===== config.mk =====
export PLATFORM = sky130hd
export DESIGN_NAME = ddfs_sweep_ctrl_flat
export DESIGN_NICKNAME = d
export VERILOG_FILES = /design/src/rtl/ddfs_sweep_ctrl_if.sv /design/src/rtl/ddfs_sweep_ctrl.sv /design/src/flat_wrapper.sv
export SDC_FILE = /design/constraint.sdc
export NUM_CORES = 1
export LEC_CHECK = 0
export ABC_AREA = 1
export CAP_MARGIN = 20
export CORE_MARGIN = 5
export CORE_UTILIZATION = 48
export DETAILED_ROUTE_END_ITERATION = 10
export GPL_TIMING_DRIVEN = 0
export PLACE_DENSITY_LB_ADDON = 0.25
export SYNTH_ARGS = -nofsm -noshare
export SYNTH_HDL_FRONTEND = slang
export SYNTH_SLANG_ARGS = --single-unit

===== constraint.sdc =====
create_clock -name clk -period 2.87 [get_ports clk]
set_input_delay 0.574 -clock clk [delete_from_list [all_inputs] [get_ports clk]]
set_output_delay 0.574 -clock clk [all_outputs]
set_load 0.01 [all_outputs]

===== src/rtl/ddfs_sweep_ctrl_if.sv =====
// Host-side bundle for the ddfs sweep controller: config offer, sweep controls,
// and the registered drive/status signals that go to the ddfs and back to the host.
interface ddfs_sweep_ctrl_if #(
  parameter int FW_WIDTH    = 7,
  parameter int DWELL_WIDTH = 16
);
  logic                   cfg_valid;
  logic                   cfg_ready;
  logic [FW_WIDTH-1:0]    cfg_fw_start;
  logic [FW_WIDTH-1:0]    cfg_fw_stop;
  logic [FW_WIDTH-1:0]    cfg_fw_step;
  logic [DWELL_WIDTH-1:0] cfg_dwell;
  logic [1:0]             cfg_mode;
  logic [1:0]             cfg_wave;
  logic [1:0]             cfg_mirror;
  logic [2:0]             cfg_freq_cntrl;
  logic                   start;
  logic                   hold;
  logic                   abort;
  logic [FW_WIDTH-1:0]    fw;
  logic                   sin;
  logic                   triang;
  logic                   mirror_x;
  logic                   mirror_y;
  logic [2:0]             freq_cntrl;
  logic                   busy;
  logic                   done;

  modport master (
    output cfg_valid, cfg_fw_start, cfg_fw_stop, cfg_fw_step, cfg_dwell,
           cfg_mode, cfg_wave, cfg_mirror, cfg_freq_cntrl, start, hold, abort,
    input  cfg_ready, fw, sin, triang, mirror_x, mirror_y, freq_cntrl, busy, done
  );

  modport slave (
    input  cfg_valid, cfg_fw_start, cfg_fw_stop, cfg_fw_step, cfg_dwell,
           cfg_mode, cfg_wave, cfg_mirror, cfg_freq_cntrl, start, hold, abort,
    output cfg_ready, fw, sin, triang, mirror_x, mirror_y, freq_cntrl, busy, done
  );
endinterface


===== src/rtl/ddfs_sweep_ctrl.sv =====
// Sweep sequencer for one ddfs: latches a host config, then steps the frequency word
// from start to stop with a per-step dwell in one-shot, repeat or ping-pong fashion.
module ddfs_sweep_ctrl #(
  parameter int FW_WIDTH    = 7,
  parameter int DWELL_WIDTH = 16
) (
  input logic              clk,
  input logic              rst_n,
  ddfs_sweep_ctrl_if.slave bus
);
  localparam logic [1:0] S_IDLE = 2'd0;
  localparam logic [1:0] S_RUN  = 2'd1;
  localparam logic [1:0] S_HOLD = 2'd2;
  localparam logic [1:0] S_DONE = 2'd3;

  logic [1:0]             r_state;
  logic [FW_WIDTH-1:0]    r_fw;
  logic [DWELL_WIDTH-1:0] r_cnt;
  logic [DWELL_WIDTH-1:0] r_dwell_m1;
  logic [FW_WIDTH-1:0]    r_step;
  logic [FW_WIDTH-1:0]    r_cur_start;
  logic [FW_WIDTH-1:0]    r_cur_stop;
  logic                   r_dir;
  logic [FW_WIDTH-1:0]    r_cfg_start;
  logic [FW_WIDTH-1:0]    r_cfg_stop;
  logic [FW_WIDTH-1:0]    r_cfg_step;
  logic [DWELL_WIDTH-1:0] r_cfg_dwell;
  logic [1:0]             r_cfg_mode;
  logic                   r_sin;
  logic                   r_triang;
  logic                   r_mirror_x;
  logic                   r_mirror_y;
  logic [2:0]             r_freq_cntrl;
  logic                   r_busy;
  logic                   r_done;
  logic                   r_cfg_ready;

  logic                   w_take_cfg;
  logic [FW_WIDTH-1:0]    w_eff_start;
  logic [FW_WIDTH-1:0]    w_eff_stop;
  logic [FW_WIDTH-1:0]    w_raw_step;
  logic [FW_WIDTH-1:0]    w_eff_step;
  logic [DWELL_WIDTH-1:0] w_raw_dwell;
  logic [DWELL_WIDTH-1:0] w_eff_dwell_m1;
  logic                   w_at_stop;
  logic [FW_WIDTH-1:0]    w_adv_fw;
  logic [FW_WIDTH-1:0]    w_rev_fw;

  // One step from 'from' toward 'target' in FW_WIDTH+1 bits, clamped so it never passes or wraps.
  function automatic logic [FW_WIDTH-1:0] f_advance(
    input logic [FW_WIDTH-1:0] from,
    input logic [FW_WIDTH-1:0] target,
    input logic [FW_WIDTH-1:0] step,
    input logic                up
  );
    logic [FW_WIDTH:0] sum;
    if (up) begin
      sum = {1'b0, from} + {1'b0, step};
      return (sum > {1'b0, target}) ? target : sum[FW_WIDTH-1:0];
    end else begin
      sum = {1'b0, from} - {1'b0, step};
      return (sum[FW_WIDTH] || (sum < {1'b0, target})) ? target : sum[FW_WIDTH-1:0];
    end
  endfunction

  // A handshake on the same edge as start must feed the new config straight into the sweep.
  assign w_take_cfg     = (r_state == S_IDLE) && bus.cfg_valid;
  assign w_eff_start    = w_take_cfg ? bus.cfg_fw_start : r_cfg_start;
  assign w_eff_stop     = w_take_cfg ? bus.cfg_fw_stop  : r_cfg_stop;
  assign w_raw_step     = w_take_cfg ? bus.cfg_fw_step  : r_cfg_step;
  assign w_raw_dwell    = w_take_cfg ? bus.cfg_dwell    : r_cfg_dwell;
  assign w_eff_step     = (w_raw_step == '0) ? FW_WIDTH'(1) : w_raw_step;
  assign w_eff_dwell_m1 = (w_raw_dwell == '0) ? '0 : w_raw_dwell - 1'b1;

  assign w_at_stop = (r_fw == r_cur_stop);
  assign w_adv_fw  = f_advance(r_fw, r_cur_stop, r_step, r_dir);
  assign w_rev_fw  = f_advance(r_cur_stop, r_cur_start, r_step, !r_dir);

  always_ff @(posedge clk or negedge rst_n) begin
    if (!rst_n) begin
      r_state      <= S_IDLE;
      r_fw         <= '0;
      r_cnt        <= '0;
      r_dwell_m1   <= '0;
      r_step       <= '0;
      r_cur_start  <= '0;
      r_cur_stop   <= '0;
      r_dir        <= 1'b0;
      r_cfg_start  <= '0;
      r_cfg_stop   <= '0;
      r_cfg_step   <= '0;
      r_cfg_dwell  <= '0;
      r_cfg_mode   <= '0;
      r_sin        <= 1'b0;
      r_triang     <= 1'b0;
      r_mirror_x   <= 1'b0;
      r_mirror_y   <= 1'b0;
      r_freq_cntrl <= '0;
      r_busy       <= 1'b0;
      r_done       <= 1'b0;
      r_cfg_ready  <= 1'b1;
    end else begin
      r_done <= 1'b0;
      case (r_state)
        S_IDLE: begin
          if (w_take_cfg) begin
            r_cfg_start  <= bus.cfg_fw_start;
            r_cfg_stop   <= bus.cfg_fw_stop;
            r_cfg_step   <= bus.cfg_fw_step;
            r_cfg_dwell  <= bus.cfg_dwell;
            r_cfg_mode   <= bus.cfg_mode;
            r_fw         <= bus.cfg_fw_start;
            r_sin        <= (bus.cfg_wave == 2'b10);
            r_triang     <= (bus.cfg_wave == 2'b01);
            r_mirror_x   <= bus.cfg_mirror[1];
            r_mirror_y   <= bus.cfg_mirror[0];
            r_freq_cntrl <= bus.cfg_freq_cntrl;
          end
          if (bus.start) begin
            r_state     <= S_RUN;
            r_busy      <= 1'b1;
            r_cfg_ready <= 1'b0;
            r_fw        <= w_eff_start;
            r_cur_start <= w_eff_start;
            r_cur_stop  <= w_eff_stop;
            r_step      <= w_eff_step;
            r_dwell_m1  <= w_eff_dwell_m1;
            r_cnt       <= w_eff_dwell_m1;
            r_dir       <= (w_eff_start <= w_eff_stop);
          end
        end
        S_RUN, S_HOLD: begin
          if (bus.abort) begin
            r_state     <= S_IDLE;
            r_busy      <= 1'b0;
            r_cfg_ready <= 1'b1;
          end else if (bus.hold) begin
            r_state <= S_HOLD;
          end else begin
            r_state <= S_RUN;
            if (r_cnt != '0) begin
              r_cnt <= r_cnt - 1'b1;
            end else begin
              r_cnt <= r_dwell_m1;
              if (!w_at_stop) begin
                r_fw <= w_adv_fw;
              end else begin
                // End of a leg: mode 11 falls into the one-shot default.
                case (r_cfg_mode)
                  2'b01: r_fw <= r_cur_start;
                  2'b10: begin
                    r_fw        <= w_rev_fw;
                    r_cur_start <= r_cur_stop;
                    r_cur_stop  <= r_cur_start;
                    r_dir       <= !r_dir;
                  end
                  default: begin
                    r_state <= S_DONE;
                    r_busy  <= 1'b0;
                    r_done  <= 1'b1;
                  end
                endcase
              end
            end
          end
        end
        default: begin
          r_state     <= S_IDLE;
          r_cfg_ready <= 1'b1;
        end
      endcase
    end
  end

  assign bus.cfg_ready  = r_cfg_ready;
  assign bus.fw         = r_fw;
  assign bus.sin        = r_sin;
  assign bus.triang     = r_triang;
  assign bus.mirror_x   = r_mirror_x;
  assign bus.mirror_y   = r_mirror_y;
  assign bus.freq_cntrl = r_freq_cntrl;
  assign bus.busy       = r_busy;
  assign bus.done       = r_done;
endmodule


===== src/flat_wrapper.sv =====
// flat-port wrapper written by rule: the top's interface ports become plain ports
module ddfs_sweep_ctrl_flat 
#(
  parameter int FW_WIDTH    = 7,
  parameter int DWELL_WIDTH = 16
)
  (clk, rst_n, bus_cfg_valid, bus_cfg_fw_start, bus_cfg_fw_stop, bus_cfg_fw_step, bus_cfg_dwell, bus_cfg_mode, bus_cfg_wave, bus_cfg_mirror, bus_cfg_freq_cntrl, bus_start, bus_hold, bus_abort, bus_cfg_ready, bus_fw, bus_sin, bus_triang, bus_mirror_x, bus_mirror_y, bus_freq_cntrl, bus_busy, bus_done);
  ddfs_sweep_ctrl_if #(.FW_WIDTH(FW_WIDTH), .DWELL_WIDTH(DWELL_WIDTH)) bus_i ();
  input logic clk;
  input logic rst_n;
  input wire logic [$bits(bus_i.cfg_valid)-1:0] bus_cfg_valid;
  input wire logic [$bits(bus_i.cfg_fw_start)-1:0] bus_cfg_fw_start;
  input wire logic [$bits(bus_i.cfg_fw_stop)-1:0] bus_cfg_fw_stop;
  input wire logic [$bits(bus_i.cfg_fw_step)-1:0] bus_cfg_fw_step;
  input wire logic [$bits(bus_i.cfg_dwell)-1:0] bus_cfg_dwell;
  input wire logic [$bits(bus_i.cfg_mode)-1:0] bus_cfg_mode;
  input wire logic [$bits(bus_i.cfg_wave)-1:0] bus_cfg_wave;
  input wire logic [$bits(bus_i.cfg_mirror)-1:0] bus_cfg_mirror;
  input wire logic [$bits(bus_i.cfg_freq_cntrl)-1:0] bus_cfg_freq_cntrl;
  input wire logic [$bits(bus_i.start)-1:0] bus_start;
  input wire logic [$bits(bus_i.hold)-1:0] bus_hold;
  input wire logic [$bits(bus_i.abort)-1:0] bus_abort;
  output wire logic [$bits(bus_i.cfg_ready)-1:0] bus_cfg_ready;
  output wire logic [$bits(bus_i.fw)-1:0] bus_fw;
  output wire logic [$bits(bus_i.sin)-1:0] bus_sin;
  output wire logic [$bits(bus_i.triang)-1:0] bus_triang;
  output wire logic [$bits(bus_i.mirror_x)-1:0] bus_mirror_x;
  output wire logic [$bits(bus_i.mirror_y)-1:0] bus_mirror_y;
  output wire logic [$bits(bus_i.freq_cntrl)-1:0] bus_freq_cntrl;
  output wire logic [$bits(bus_i.busy)-1:0] bus_busy;
  output wire logic [$bits(bus_i.done)-1:0] bus_done;
  assign bus_i.cfg_valid = bus_cfg_valid;
  assign bus_i.cfg_fw_start = bus_cfg_fw_start;
  assign bus_i.cfg_fw_stop = bus_cfg_fw_stop;
  assign bus_i.cfg_fw_step = bus_cfg_fw_step;
  assign bus_i.cfg_dwell = bus_cfg_dwell;
  assign bus_i.cfg_mode = bus_cfg_mode;
  assign bus_i.cfg_wave = bus_cfg_wave;
  assign bus_i.cfg_mirror = bus_cfg_mirror;
  assign bus_i.cfg_freq_cntrl = bus_cfg_freq_cntrl;
  assign bus_i.start = bus_start;
  assign bus_i.hold = bus_hold;
  assign bus_i.abort = bus_abort;
  assign bus_cfg_ready = bus_i.cfg_ready;
  assign bus_fw = bus_i.fw;
  assign bus_sin = bus_i.sin;
  assign bus_triang = bus_i.triang;
  assign bus_mirror_x = bus_i.mirror_x;
  assign bus_mirror_y = bus_i.mirror_y;
  assign bus_freq_cntrl = bus_i.freq_cntrl;
  assign bus_busy = bus_i.busy;
  assign bus_done = bus_i.done;
  ddfs_sweep_ctrl #(.FW_WIDTH(FW_WIDTH), .DWELL_WIDTH(DWELL_WIDTH)) u_core (.clk(clk), .rst_n(rst_n), .bus(bus_i));
endmodule

# Word-level counts from Yosys, hierarchy flattened
# Index checks and enable logic that the tools add are counted.
op_classes:
  add_sub_neg: 6
  multipliers: 0
  div_mod_pow: 0
  magnitude_cmp: 5
  eq_ne: 20
  n_shift: 0
  n_mux: 69
  bitwise: 0
  reduce_logical: 18
ops:
  columns: ["operator", "n"]
  rows:
  - ["7-bit two-way mux", 28]
  - ["16-bit two-way mux", 6]
  - ["7-bit case mux with 2 select lines", 4]
  - ["16-bit case mux with 2 select lines", 1]
  - ["16-bit by 1-bit subtractor with 16-bit output, second input constant", 2]
  - ["1-bit two-way mux", 20]
  - ["7-bit by 7-bit adder with 8-bit output", 2]
  - ["8-bit by 7-bit > comparator with 1-bit output", 2]
  - ["16-bit zero test", 1]
  - ["8-bit by 7-bit less-than comparator with 1-bit output", 2]
  - ["16-bit nonzero test", 1]
  - ["7-bit by 7-bit subtractor with 8-bit output", 2]
  - ["2-bit two-way mux", 6]
  - ["6-bit AND reduction", 2]
  - ["2-bit inequality test, second input constant", 5]
  - ["3-bit inequality test, second input constant", 3]
  - ["7-bit equality test", 1]
  - ["7-bit <= comparator", 1]
  - ["7-bit zero test", 1]
  - ["7-bit AND reduction", 1]
  - ["2-bit by 1-bit equality test with 1-bit output, second input constant", 3]
  - ["2-bit equality test, second input constant", 3]
  - ["3-bit by 2-bit inequality test with 1-bit output, second input constant", 2]
  - ["1-bit case mux with 2 select lines", 3]
  - ["other kinds (11)", 16]
word_totals:
  reg_bits: 112
  latch_bits: 0
  mem_bits_rw: 0
  rom_bits: 0
  inputBits: 52
  out_inout_bits: 17
  elab_cells: 139
  n_memories: 0

# Longest topological paths before layout
# Gate-level depths: netlist (run 1).
logic_depth:
  depth_word: 11
  depth_mapped: 26
  ltp_nobuf: 25

# Least setup slack after synthesis (run 1)
# OpenSTA, ideal clock, no wires.
synth_timing:
  path_type: "reg2reg"
  from: "reg u_core.r_cur_stop[2]"
  to: "reg u_core.r_fw[4], in the netlist u_core.bus.fw[4]"
  setup_time_ps: 117
  arrival_ps: 3006
  required_time_ps: 2753
  slack_ps: -253
  stages_incl_launch_ff: 25
  path_buffers: 2
  synth_period_minus_slack_ps: 3123
  path_cell_list: "dfrtp_1 -> ha_1 -> clkbuf_1 -> inv_1 -> a21oi_1 -> nand2_1 -> nand3_1 -> nand2_1 -> xor2_1 -> inv_1 -> ha_1 -> a21o_1 -> a21oi_1 -> nand2_1 -> nand2_1 -> clkbuf_1 -> nand3_1 -> nand2_1 -> nor2_1 -> nor2_1 -> nand2_1 -> nand2_1 -> nand3_1 -> nand2_1 -> nand2_1"
synth_between:
  elab_chain_len: 11
  word_cells_on_any_way: 23
  classes_between: "2 x add/sub; 4 x order compare; 2 x eq/ne; 12 x mux; 3 x reduce/logical"
synth_rtl:
  columns: ["item", "line_no", "text"]
  rows:
  - ["start: declaration", "ddfs_sweep_ctrl.sv:22", "logic [FW_WIDTH-1:0] r_cur_stop;"]
  - ["start signal: assignment", "ddfs_sweep_ctrl.sv:125", "r_cur_stop <= w_eff_stop;"]
  - ["start signal: assignment", "ddfs_sweep_ctrl.sv:154", "r_cur_stop <= r_cur_start;"]
  - ["7-bit by 7-bit subtractor with 8-bit output", "ddfs_sweep_ctrl.sv:61", "sum = {1'b0, from} - {1'b0, step};"]
  - ["8-bit by 7-bit less-than comparator with 1-bit output", "ddfs_sweep_ctrl.sv:62", "return (sum[FW_WIDTH] || (sum < {1'b0, target})) ? target : sum[FW_WIDTH-1:0];"]
  - ["1-bit logical OR", "ddfs_sweep_ctrl.sv:62", null]
  - ["7-bit two-way mux", "ddfs_sweep_ctrl.sv:62", null]
  - ["7-bit two-way mux", "ddfs_sweep_ctrl.sv:57", "if (up) begin"]
  - ["7-bit case mux with 2 select lines", "ddfs_sweep_ctrl.sv:149", "case (r_cfg_mode)"]
  - ["7-bit two-way mux", "ddfs_sweep_ctrl.sv:145", "if (!w_at_stop) begin"]
  - ["7-bit two-way mux", "ddfs_sweep_ctrl.sv:141", "if (r_cnt != '0) begin"]
  - ["7-bit two-way mux", "ddfs_sweep_ctrl.sv:137", "end else if (bus.hold) begin"]
  - ["7-bit two-way mux", "ddfs_sweep_ctrl.sv:133", "if (bus.abort) begin"]
  - ["7-bit case mux with 2 select lines", "ddfs_sweep_ctrl.sv:104", "case (r_state)"]
  - ["end signal: assignment", "ddfs_sweep_ctrl.sv:112", "r_fw <= bus.cfg_fw_start;"]
  - ["end signal: assignment", "ddfs_sweep_ctrl.sv:146", "r_fw <= w_adv_fw;"]
  - ["end signal: assignment", "ddfs_sweep_ctrl.sv:150", "2'b01: r_fw <= r_cur_start;"]
  - ["end: declaration", "ddfs_sweep_ctrl.sv:17", "logic [FW_WIDTH-1:0] r_fw;"]
# Several ways; a longest one is shown, not always the timed one. The select of a mux whose other input is x is not followed.
# A chain may end at the register's enable or synchronous reset.

# Final worst setup path (run 1)
layout_timing:
  from: "reg u_core.r_step[0]"
  to: "reg u_core.r_fw[1], in the netlist u_core.bus.fw[1]"
layout_between:
  elab_chain_len: 11
  word_cells_on_any_way: 22
  classes_between: "4 x add/sub; 4 x order compare; 12 x mux; 2 x reduce/logical"
layout_rtl:
  columns: ["item", "line_no", "text"]
  rows:
  - ["start: declaration", "ddfs_sweep_ctrl.sv:20", "logic [FW_WIDTH-1:0] r_step;"]
  - ["start signal: assignment", "ddfs_sweep_ctrl.sv:126", "r_step <= w_eff_step;"]
  - ["7-bit by 7-bit subtractor with 8-bit output", "ddfs_sweep_ctrl.sv:61", null]
  - ["8-bit by 7-bit less-than comparator with 1-bit output", "ddfs_sweep_ctrl.sv:62", null]
  - ["1-bit logical OR", "ddfs_sweep_ctrl.sv:62", null]
  - ["7-bit two-way mux", "ddfs_sweep_ctrl.sv:62", null]
  - ["7-bit two-way mux", "ddfs_sweep_ctrl.sv:57", null]
  - ["7-bit case mux with 2 select lines", "ddfs_sweep_ctrl.sv:149", null]
  - ["7-bit two-way mux *", "ddfs_sweep_ctrl.sv:145", null]
  - ["7-bit two-way mux *", "ddfs_sweep_ctrl.sv:141", null]
  - ["7-bit two-way mux *", "ddfs_sweep_ctrl.sv:137", null]
  - ["7-bit two-way mux *", "ddfs_sweep_ctrl.sv:133", null]
  - ["7-bit case mux with 2 select lines *", "ddfs_sweep_ctrl.sv:104", null]
# Every way passes the cells marked *; elsewhere a longest branch is shown, timed or not. The select of a mux whose other input is x is not followed.

==> out/metrics.yaml, run 1 <==
place:
  gp_congestion: 0.966
  placement.io_buffers: 68
  dp_hpwl_mm: 19.5
  place_ws_ps: -883
grt:
  grt_pass1_vias: 8151
  grt_max_degree: 58
  grt_pass1_wl_mm: 42.3
  grtUsageTotal: 0.263
  grt_overflow: 0
  antenna_found_initial: 0
floorplanning:
  fp.dieH_um: 143
  fp.dieW_um: 143
  start_util: 0.488
  pin_count: 69
  core_area_sq_mm: 0.0173
  rows: 48
  die_area_sq_mm: 0.0203
final_layout:
  num-nets-final: 1462
  num_antenna_cells: 0
  fin_util: 0.631
  area_growth_pct: 29.5
  layout_commonest_cell: "nand2_1"
  final_cell_mix: "315 x nand2_1, 144 x inv_1, 100 x dfrtp_1"
  drive_gt1_frac: 0.195
synthesis:
  ys.flop_type: "dfrtp_1"
  synth_nets: 1325
  synth_edf_count: 0
  synthesis.area_sq_mm: 0.00844
  synth_cell_types: 45
  yosys_warnings: 0
  syn_avg_cell_area_sq_um: 7.02
  netlist_instances: 1202
  synth_seq_cells: 112
  async_reset_ff_frac: 1.00
  yosysSeqAreaShare: 0.332
outcome:
  outcome: "complete, but fails checks"
  violations: "setup timing"
worst_setup_path:
  end_kind: "register"
  criticalPathCategory: "register to register"
  critPathRequiredTime_ps: 3120
  crit_fanout: 5
  arrival_ps: 3440
  start_kind: "register"
routing:
  dr.pass1.iters: 6
  viasPerCell: 5.50
  dr_total_vias: 8631
  wl_per_cell_um: 17.2
  routed_wl_mm: 26.9
  drtAntennaViolNets: 0
  post-route-drc-count: 0
  drt_iter0_drc: 820
sta:
  maxSlewViolCount: 0
  rsz0062_at_grt: "true"
  slew_headroom: 0.480
  fin_worst_hold_slack_ps: 168
  fin_crit_sh: 1.11
  min_period_ps: 3190
  max_slew.worst_pin.slew_ps: 781
  finalSetupViolCount: 7
  skew_ps: 11.8
  setup_ws_ps: -323
  final_hold_viol_count: 0
  fmax_mhz: 313
clocking:
  clk_pin_slew_ps: 70
  h-tree-depth: 3
  clock-sinks: 112
  insertion_delay_ps: 360
  clockBufferDepth: 2
  cts_tree: "yes"
  numCtsBuffers: 9
  ctsHoldBuffers: 0
  root_buffer: "clkbuf_16"
worst_hold_path:
  hold_class: "input port to async pin"
flow_run:
  drv_cap: 0
[cells in the mapped netlist, drive strengths merged, types with 17 or more instances]
| master | count | share of area |
|---|---|---|
| nand2 | 342 | 0.15 |
| inv | 165 | 0.073 |
| dfrtp | 111 | 0.33 |
| o21ai | 98 | 0.062 |
| nand3 | 87 | 0.052 |
| nor2 | 86 | 0.040 |
| ha | 67 | 0.099 |
| a21oi | 62 | 0.037 |
| clkbuf | 27 | 0.012 |
| xor2 | 26 | 0.027 |
| nand4 | 23 | 0.017 |
| o211ai | 18 | 0.016 |
| or2 | 17 | 0.013 |
[per-layer routing]
metal,GRT usage,up-vias,wire length (um)
met5,0,-,0
met4,0.114,0,1220
met3,0.0360,93,1530
met2,0.454,308,13500
met1,0.328,4063,10700
li1,-,4167,-
[critical path, stage by stage, from the launching register on]
cell and delay, ps:
dfrtp_2 520, ha_4 210, fa_2 440, nand2_2 110, nand3_2 80, xor2_2 220, inv_2 80, ha_4 160
a21o_1 160, a21oi_2 160, nand2_2 70, nand2_2 120, buf_8 130, nand3b_1 70, nand3_1 80, nand2_1 60
inv_1 60, nand2_1 70, nand2_1 90, nand3_2 80, nand2_1 90, nand2_1 50
[per-stage QoR]
step	instance area [sq um]	instances	setup TNS [ps]
after floorplan	8470	1202	0
after global placement	9430	1495	-381700
after detailed placement	9460	1496	-22750
after CTS	10600	1553	-1430
after global routing	10900	1569	-3110
final	10900	1569	-2160
[flip-flops by register name, indices dropped and copies added (netlist names)]
| register | flops |
|---|---|
| u_core.r_cfg_dwell | 16 |
| u_core.r_cnt | 16 |
| u_core.r_dwell_m1 | 16 |
| u_core.bus.fw | 7 |
| u_core.r_cfg_start | 7 |
| u_core.r_cfg_step | 7 |
| u_core.r_cfg_stop | 7 |
| u_core.r_cur_start | 7 |
| u_core.r_cur_stop | 7 |
| u_core.r_step | 7 |
| u_core.bus.freq_cntrl | 3 |
| u_core.r_cfg_mode | 2 |
| u_core.r_state | 2 |
| u_core.bus.busy | 1 |
| u_core.bus.cfg_ready | 1 |
| u_core.bus.done | 1 |
| u_core.bus.mirror_x | 1 |
| u_core.bus.mirror_y | 1 |
| u_core.bus.sin | 1 |
| u_core.bus.triang | 1 |
| u_core.r_dir | 1 |
[final timing paths]
| kind | to | slack (ps) | from | cells past startpoint |
|---|---|---|---|---|
| worst min-delay path | u_core.bus.sin | 170 | rst_n | 1 |
| min in group clk | u_core.r_dwell_m1[10] | 480 | u_core.r_dwell_m1[10] | 2 |
| worst max register to register | u_core.bus.fw[1] | -320 | u_core.r_step[0] | 21 |
| worst min register to register | u_core.r_dwell_m1[10] | 480 | u_core.r_dwell_m1[10] | 2 |
| max in group asynchronous | u_core.bus.cfg_ready | 2000 | rst_n | 2 |
| worst max-delay path | u_core.bus.fw[1] | -320 | u_core.r_step[0] | 21 |
[cells by family (layout without fill, tap and decap cells)]
kind of cell,Yosys count,count (layout),share of synthesized area
xor+xnor,36,36,0.0374
compound gates,206,206,0.139
fa+ha+maj,71,71,0.109
flops,112,112,0.332
simple gates,572,572,0.289
buf+inv,205,347,0.0937
[timing repair]
action,CTS,global route
setup endpoints to repair,41,42
gates resized for setup,121,64
buffers inserted,42,17
pin swaps,48,46
cloned,1,0
[area by class of cell]
cell class | count | area (sq um)
well taps | 225 | 282
multi-input cells | 885 | 5460
fillers | 1518 | 6380
clock buffers | 10 | 229
repair buffers | 129 | 1200
inverters | 166 | 636
plain buffers | 36 | 206
clock inverters | 6 | 92.6
flip-flops and latches | 112 | 2820
Power of run 1 is not shown: default switching activity piles up to over one toggle a cycle in this logic, so the estimate is an artifact.
==> run 2: changes to the inputs <==
- CAP_MARGIN: 20 -> not set
==> results of run 2 <==
No change in the layout: final DEF, timing and power equal those of run 1.
Power of run 2 is left out for the same reason.
